File: src/rtl/dice_roll_ctrl.sv
// Dice roll controller: spins a die face while roll is held, then settles.
// Optional slowdown phase enabled by defining DICE_SLOWDOWN_EN.
//
// Ports:
//   clk  - sole clock, rising edge
//   rst  - synchronous active-high reset
//   roll - roll request level (synchronized, debounced)
//   face - die value, 0 = blank, 1..6 = pips
//   busy - high while rolling or slowing down
//   done - one-cycle pulse when the result settles
module dice_roll_ctrl #(
    parameter int TICK_DIV   = 50000,
    parameter int SLOW_STEPS = 6
) (
    input  logic       clk,
    input  logic       rst,
    input  logic       roll,
    output logic [2:0] face,
    output logic       busy,
    output logic       done
);

    localparam int CW = $clog2(TICK_DIV);

    localparam logic [1:0] S_IDLE = 2'd0;
    localparam logic [1:0] S_ROLL = 2'd1;
    localparam logic [1:0] S_SHOW = 2'd3;
`ifdef DICE_SLOWDOWN_EN
    localparam logic [1:0] S_SLOW = 2'd2;
    localparam logic [3:0] LAST_K = 4'(SLOW_STEPS - 1);
`endif

    if (TICK_DIV < 2 || SLOW_STEPS < 1 || SLOW_STEPS > 15) begin : g_bad_param
        $error("dice_roll_ctrl: TICK_DIV or SLOW_STEPS out of range");
    end

    logic [CW-1:0] cnt;
    logic          tick;
    logic [1:0]    state;
    logic [1:0]    state_n;
    logic [2:0]    face_n;
`ifdef DICE_SLOWDOWN_EN
    logic [3:0]    k;
    logic [3:0]    k_n;
    logic [3:0]    wcnt;
    logic [3:0]    wcnt_n;
`endif

    assign tick = (cnt == CW'(TICK_DIV - 1));

    function automatic logic [2:0] advance(input logic [2:0] f);
        // 0 (blank) and 6 both step to 1; 7 is never reachable
        if (f == 3'd0 || f >= 3'd6)
            return 3'd1;
        return f + 3'd1;
    endfunction

    always_comb begin
        state_n = state;
        face_n  = face;
`ifdef DICE_SLOWDOWN_EN
        k_n     = k;
        wcnt_n  = wcnt;
`endif
        unique case (state)
            S_IDLE: begin
                if (roll)
                    state_n = S_ROLL;
            end
            S_ROLL: begin
                if (!roll) begin
`ifdef DICE_SLOWDOWN_EN
                    state_n = S_SLOW;
                    k_n     = 4'd0;
                    wcnt_n  = 4'd0;
`else
                    state_n = S_SHOW;
`endif
                end else if (tick) begin
                    face_n = advance(face);
                end
            end
`ifdef DICE_SLOWDOWN_EN
            S_SLOW: begin
                if (roll) begin
                    state_n = S_ROLL;
                end else if (tick) begin
                    // wait count would reach k+1 on this tick
                    if (wcnt == k) begin
                        face_n = advance(face);
                        wcnt_n = 4'd0;
                        k_n    = k + 4'd1;
                        if (k == LAST_K)
                            state_n = S_SHOW;
                    end else begin
                        wcnt_n = wcnt + 4'd1;
                    end
                end
            end
`endif
            S_SHOW: begin
                state_n = S_IDLE;
            end
            default: begin
                state_n = S_IDLE;
            end
        endcase
    end

    always_ff @(posedge clk) begin
        if (rst) begin
            cnt   <= '0;
            state <= S_IDLE;
            face  <= 3'd0;
            busy  <= 1'b0;
            done  <= 1'b0;
`ifdef DICE_SLOWDOWN_EN
            k     <= 4'd0;
            wcnt  <= 4'd0;
`endif
        end else begin
            cnt   <= tick ? '0 : cnt + 1'b1;
            state <= state_n;
            face  <= face_n;
`ifdef DICE_SLOWDOWN_EN
            busy  <= (state_n == S_ROLL) || (state_n == S_SLOW);
            k     <= k_n;
            wcnt  <= wcnt_n;
`else
            busy  <= (state_n == S_ROLL);
`endif
            done  <= (state_n == S_SHOW);
        end
    end

endmodule

File: config.mk
export PLATFORM = sky130hd
export DESIGN_NAME = dice_roll_ctrl
export DESIGN_NICKNAME = d
export VERILOG_FILES = /design/src/rtl/dice_roll_ctrl.sv
export SDC_FILE = /design/constraint.sdc
export NUM_CORES = 1
export LEC_CHECK = 0
export ABC_AREA = 1
export CAP_MARGIN = 40
export CORE_UTILIZATION = 45
export DETAILED_ROUTE_END_ITERATION = 10
export PLACE_DENSITY = 0.61
export SLEW_MARGIN = 20
export SYNTH_ARGS = -nofsm -noshare
export SYNTH_HDL_FRONTEND = slang
export SYNTH_SLANG_ARGS = --single-unit
File: constraint.sdc
create_clock -name clk -period 1.7 [get_ports clk]
set_clock_uncertainty 0.2 [all_clocks]
set_input_delay 0.34 -clock clk [delete_from_list [all_inputs] [get_ports clk]]
set_output_delay 0.34 -clock clk [all_outputs]
set_load 0.02 [all_outputs]
# ---- Word-level counts from Yosys, hierarchy flattened
# Cells that the tools add are included.
dict set report totals {
  register_bits 23
  out_inout_bits 5
}
dict set report op_classes {
  addsub 2
  n_lt_le_gt_ge 1
  n_eq_ne 4
  mux 9
  reduce_logical 5
}
# cell n
set op_table {}
lappend op_table {{$add 16x1->16 const B} 1}
lappend op_table {{$eq 16x16->1 const B} 1}
lappend op_table {{$mux 3} 2}
lappend op_table {{$eq 2x1->1 const B} 2}
lappend op_table {{$mux 1} 4}
lappend op_table {{$mux 2} 2}
lappend op_table {{$pmux 2 s2} 1}
lappend op_table {{$add 3x1->3 const B} 1}
lappend op_table {{$ge 3x3->1 const B} 1}
lappend op_table {{$logic_not 3->1} 1}
lappend op_table {{$reduce_and 3->1} 1}
lappend op_table {{$eq 2x2->1 const B} 1}
lappend op_table {{$logic_not 2->1} 1}
lappend op_table {{$reduce_or 2->1} 1}
lappend op_table {{$logic_or 1x1->1} 1}

# ---- Longest topological paths before layout
dict set report logic_depth {
  ltp_word 7
  ltp_mapped 9
}

# ---- Least setup slack after synthesis
# OpenSTA, ideal clock, no wires.
dict set report synth_timing {
  path_kind {flip-flop to flip-flop}
  startpoint {register face[0]}
  endpoint {register face[0]}
  setup_time_ns 0.117
  arrival_ns 1.292
  t_required_ns 1.383
  slack_ns 0.091
  stages_incl_launch_ff 8
  cell_sequence {dfxtp_1 > inv_1 > ha_1 > or2_2 > nand2_1 > nand2_1 > nand4_1 > a21oi_1}
}
dict set report synth_via {
  elab_chain_len 7
}
# item line_no
set synth_lines {}
lappend synth_lines {{start: declaration} 18} ;# output logic [2:0] face,
lappend synth_lines {{start signal: assignment} 124} ;# face <= face_n;
lappend synth_lines {{$ge 3x3->1 / $logic_not 3->1 (equally long branches)} 53} ;# if (f == 3'd0 || f >= 3'd6)
lappend synth_lines {{$logic_or 1x1->1} 53}
lappend synth_lines {{$mux 1} 53}
lappend synth_lines {{$mux 1} 79} ;# end else if (tick) begin
lappend synth_lines {{$mux 1} 71} ;# if (!roll) begin
lappend synth_lines {{$mux 1} 65} ;# unique case (state)
lappend synth_lines {{$mux 3 (*)} 55} ;# return f + 3'd1;
# Mark *: on every way between the ends. The rest lies on a longest branch, timed or not. The select of a mux whose other input is x is not followed.
# A chain may end at the register's enable or synchronous reset.

# ---- Worst setup path after layout
dict set report layout_timing {
  startpoint {register face[2]}
  endpoint {output port face[2]}
}
# No word-level cell between the ends.

==> flow_summary_export.csv <==
group,metric,value,unit
clock_network,cts.clk_slew.worst_paths,130,ps
timing,finalSetupViolCount,0,
die,row_count,18,
setup_path,cp_cell_sequence,"dlygate4sd2_1",
synthesis,synth_common_cells,"nand2_1, dfxtp_1, inv_1",
timing,fmax,0.619,GHz
setup_path,endpoint_kind,"primary output",
global_routing,grt_pass1_vias,844,
synthesis,netlist_instances,156,
synthesis,syn_area,1200,µm²
die,dieArea,2870,µm²
clock_network,cts_buffers,3,
power_and_ir_drop,irDropWorstVdd,0.633,mV
synthesis,ys_seq_elements,23,
global_routing,grt_first_pass_wirelength,3430,µm
global_routing,track_usage,0.167,
clock_network,clk_latency,320,ps
finish,nFillCells,242,
timing,finalCriticalPeriod,1610,ps
clock_network,cts-htree-levels,1,
die,boundaryPins,8,
power_and_ir_drop,cellPowerDensity,658,nW/µm²
power_and_ir_drop,internal-power,664,µW
drt,route.detailed.drc,0,
finish,multi_input_area,636,µm²
die,initial_utilization,0.479,
clock_network,cts_setup_buffers,0,
timing,setup_tns,0,ps
timing,hold_slack,251,ps
timing,grt_setup_unrepaired,"no",
place,io_buffer_count,7,
power_and_ir_drop,sequentialPowerShare,0.635,
setup_path,path_buf_inv,1,
finish,nNetsFinal,177,
setup_path,critPathMaxFanout,5,
finish,area_growth,11.4,%
finish,fin_util,0.534,
drt,ant_nets,0,
flow_run,drv_cap,0,
clock_network,cts_sinks,23,
setup_path,critPathLaunchType,"register",
power_and_ir_drop,swShare,0.244,
timing,drv_slew,0,
clock_network,clk_path_buf_depth,2,
synthesis,yosys_warnings,0,
drt,wl_per_cell,10.2,µm
power_and_ir_drop,power,878,µW
timing,hold_viol,0,
clock_network,cts-root-buf,"clkbuf_4",
synthesis,ys_types,24,
setup_path,cpPeakStageDelay,410,ps
setup_path,cp_slowest_cell,"dfxtp_1",
setup_path,crit_family,"flip-flops",
finish,post-route-cell-area,1340,µm²
run_status,status,"completed",
power_and_ir_drop,power_switching,214,µW
synthesis,postSynthAreaPerCell,7.68,µm²
power_and_ir_drop,p_clk_frac,0.304,
synthesis,synthArstFlopShare,0,
setup_path,r2r_setup_slack,140,ps
power_and_ir_drop,comb_power_share,0.061,
place,dpl.hpwl,1580,µm
clock_network,hold_buffers,0,
drt,vias_per_cell,4.81,
synthesis,ys_seq_area_frac,0.384,
finish,drive_above_1_share,0.201,
clock_network,tritoncts,"built",
power_and_ir_drop,cellLeakagePower,0.487,nW
finish,antenna_cells,0,
hold_path,hp-class,"reg2reg",
drt,vias,958,
synthesis,ys.flop_type,"dfxtp_1",
synthesis,post-synth-top-count-cell,"nand2_1",
setup_path,timing_worst_setup_path_type,"reg2out",
synthesis,synth_edf_count,0,
synthesis,ys_top_cells_by_area,"dfxtp_1, nand2_1, inv_1, nor2_2, nor2_1",
drt,drtPass1Iterations,4,
synthesis,synth.largest_area_cell,"dfxtp_1",
finish,seqCellArea,460,µm²
die,coreArea,2500,µm²
global_routing,antenna_found_initial,0,
synthesis,synth_top_area_share,0.384,
setup_path,crit_arrival,1070,ps
drt,drt_iter0_drc,20,
place,dpl-instance-area,1310,µm²
die,die_y,53.6,µm
drt,wl,2040,µm
place,place_congestion,0.818,
die,die_x,53.6,µm
timing,slew_headroom,0.817,
setup_path,cp.required,1160,ps
timing,finalCritPeriodShare,0.950,
global_routing,overflow,0,
timing,worst_pin_slew,274,ps
synthesis,syn_nets,163,
global_routing,grt_max_degree,17,
flip-flops by register name, summed over array words and instances (netlist names):
signal and flops:
cnt 16, face 3, state 2, done 1, busy 1
what timing repair did:
item	in CTS	in global routing
resized for setup	5	2
endpoints found under the hold margin	0	0
endpoints found under the setup margin	5	2
cell type report:
type | count | share of cell area
Inverter | 22 | 0.0619
Timing Repair Buffer | 10 | 0.0665
Clock buffer | 3 | 0.0169
Multi-Input combinational cell | 110 | 0.476
Clock inverter | 1 | 0.00562
Sequential cell | 23 | 0.345
Tap cell | 30 | 0.0281
power groups by stage:
| stage | registers (mW) | logic [mW] | clock network (mW) |
|---|---|---|---|
| finish | 0.558 | 0.0536 | 0.267 |
| global route | 0.559 | 0.0610 | 0.309 |
| CTS | 0.558 | 0.0548 | 0.282 |
| detailed placement | 0.570 | 0.0564 | 0 |
| global placement | 0.569 | 0.0556 | 0 |
| floorplan | 0.573 | 0.0350 | 0 |
cells in the final DEF (no fill, tap or decap), types with 4 or more instances in the layout:
| cell | n |
|---|---|
| a21oi_1 | 8 |
| dfxtp_1 | 23 |
| ha_1 | 4 |
| inv_1 | 21 |
| nand2_1 | 27 |
| nand2_2 | 4 |
| nand3_1 | 6 |
| nand4_1 | 7 |
| nor2_1 | 16 |
| nor2_2 | 11 |
| nor3_1 | 7 |
| xor2_1 | 6 |
metrics by stage:
step,cells,setup slack (ps)
2_1_floorplan,156,91.4
3_3_place_gp,195,-24.3
3_5_place_dp,195,-29.5
4_1_cts,199,43.7
5_1_grt,199,3.44
6_report,199,85.1
routing by layer:
metal / track usage / wire (µm) / part of all wire
met2: 0.279 / 965 / 0.47
met3: 0.0593 / 77 / 0.038
met4: 0.0395 / 0 / 0
met1: 0.203 / 993 / 0.49
met5: 0 / 0 / 0
kinds of logic after synthesis:
| logic type | synth area share |
|---|---|
| adder cells (fa/ha/maj) | 0.0418 |
| buffers and inverters | 0.0856 |
| AND/OR/NAND/NOR | 0.386 |
| AO/OA/AOI/OAI | 0.0511 |
| flip-flops | 0.384 |
| XOR/XNOR | 0.0511 |
final timing paths:
path / from / cells past startpoint / end
max: face[2] / 1 / face[2]
min reg2reg: state[1] / 1 / busy
max reg2reg: cnt[1] / 6 / cnt[12]
min: state[1] / 1 / busy
(Power assumes the default switching activity.)
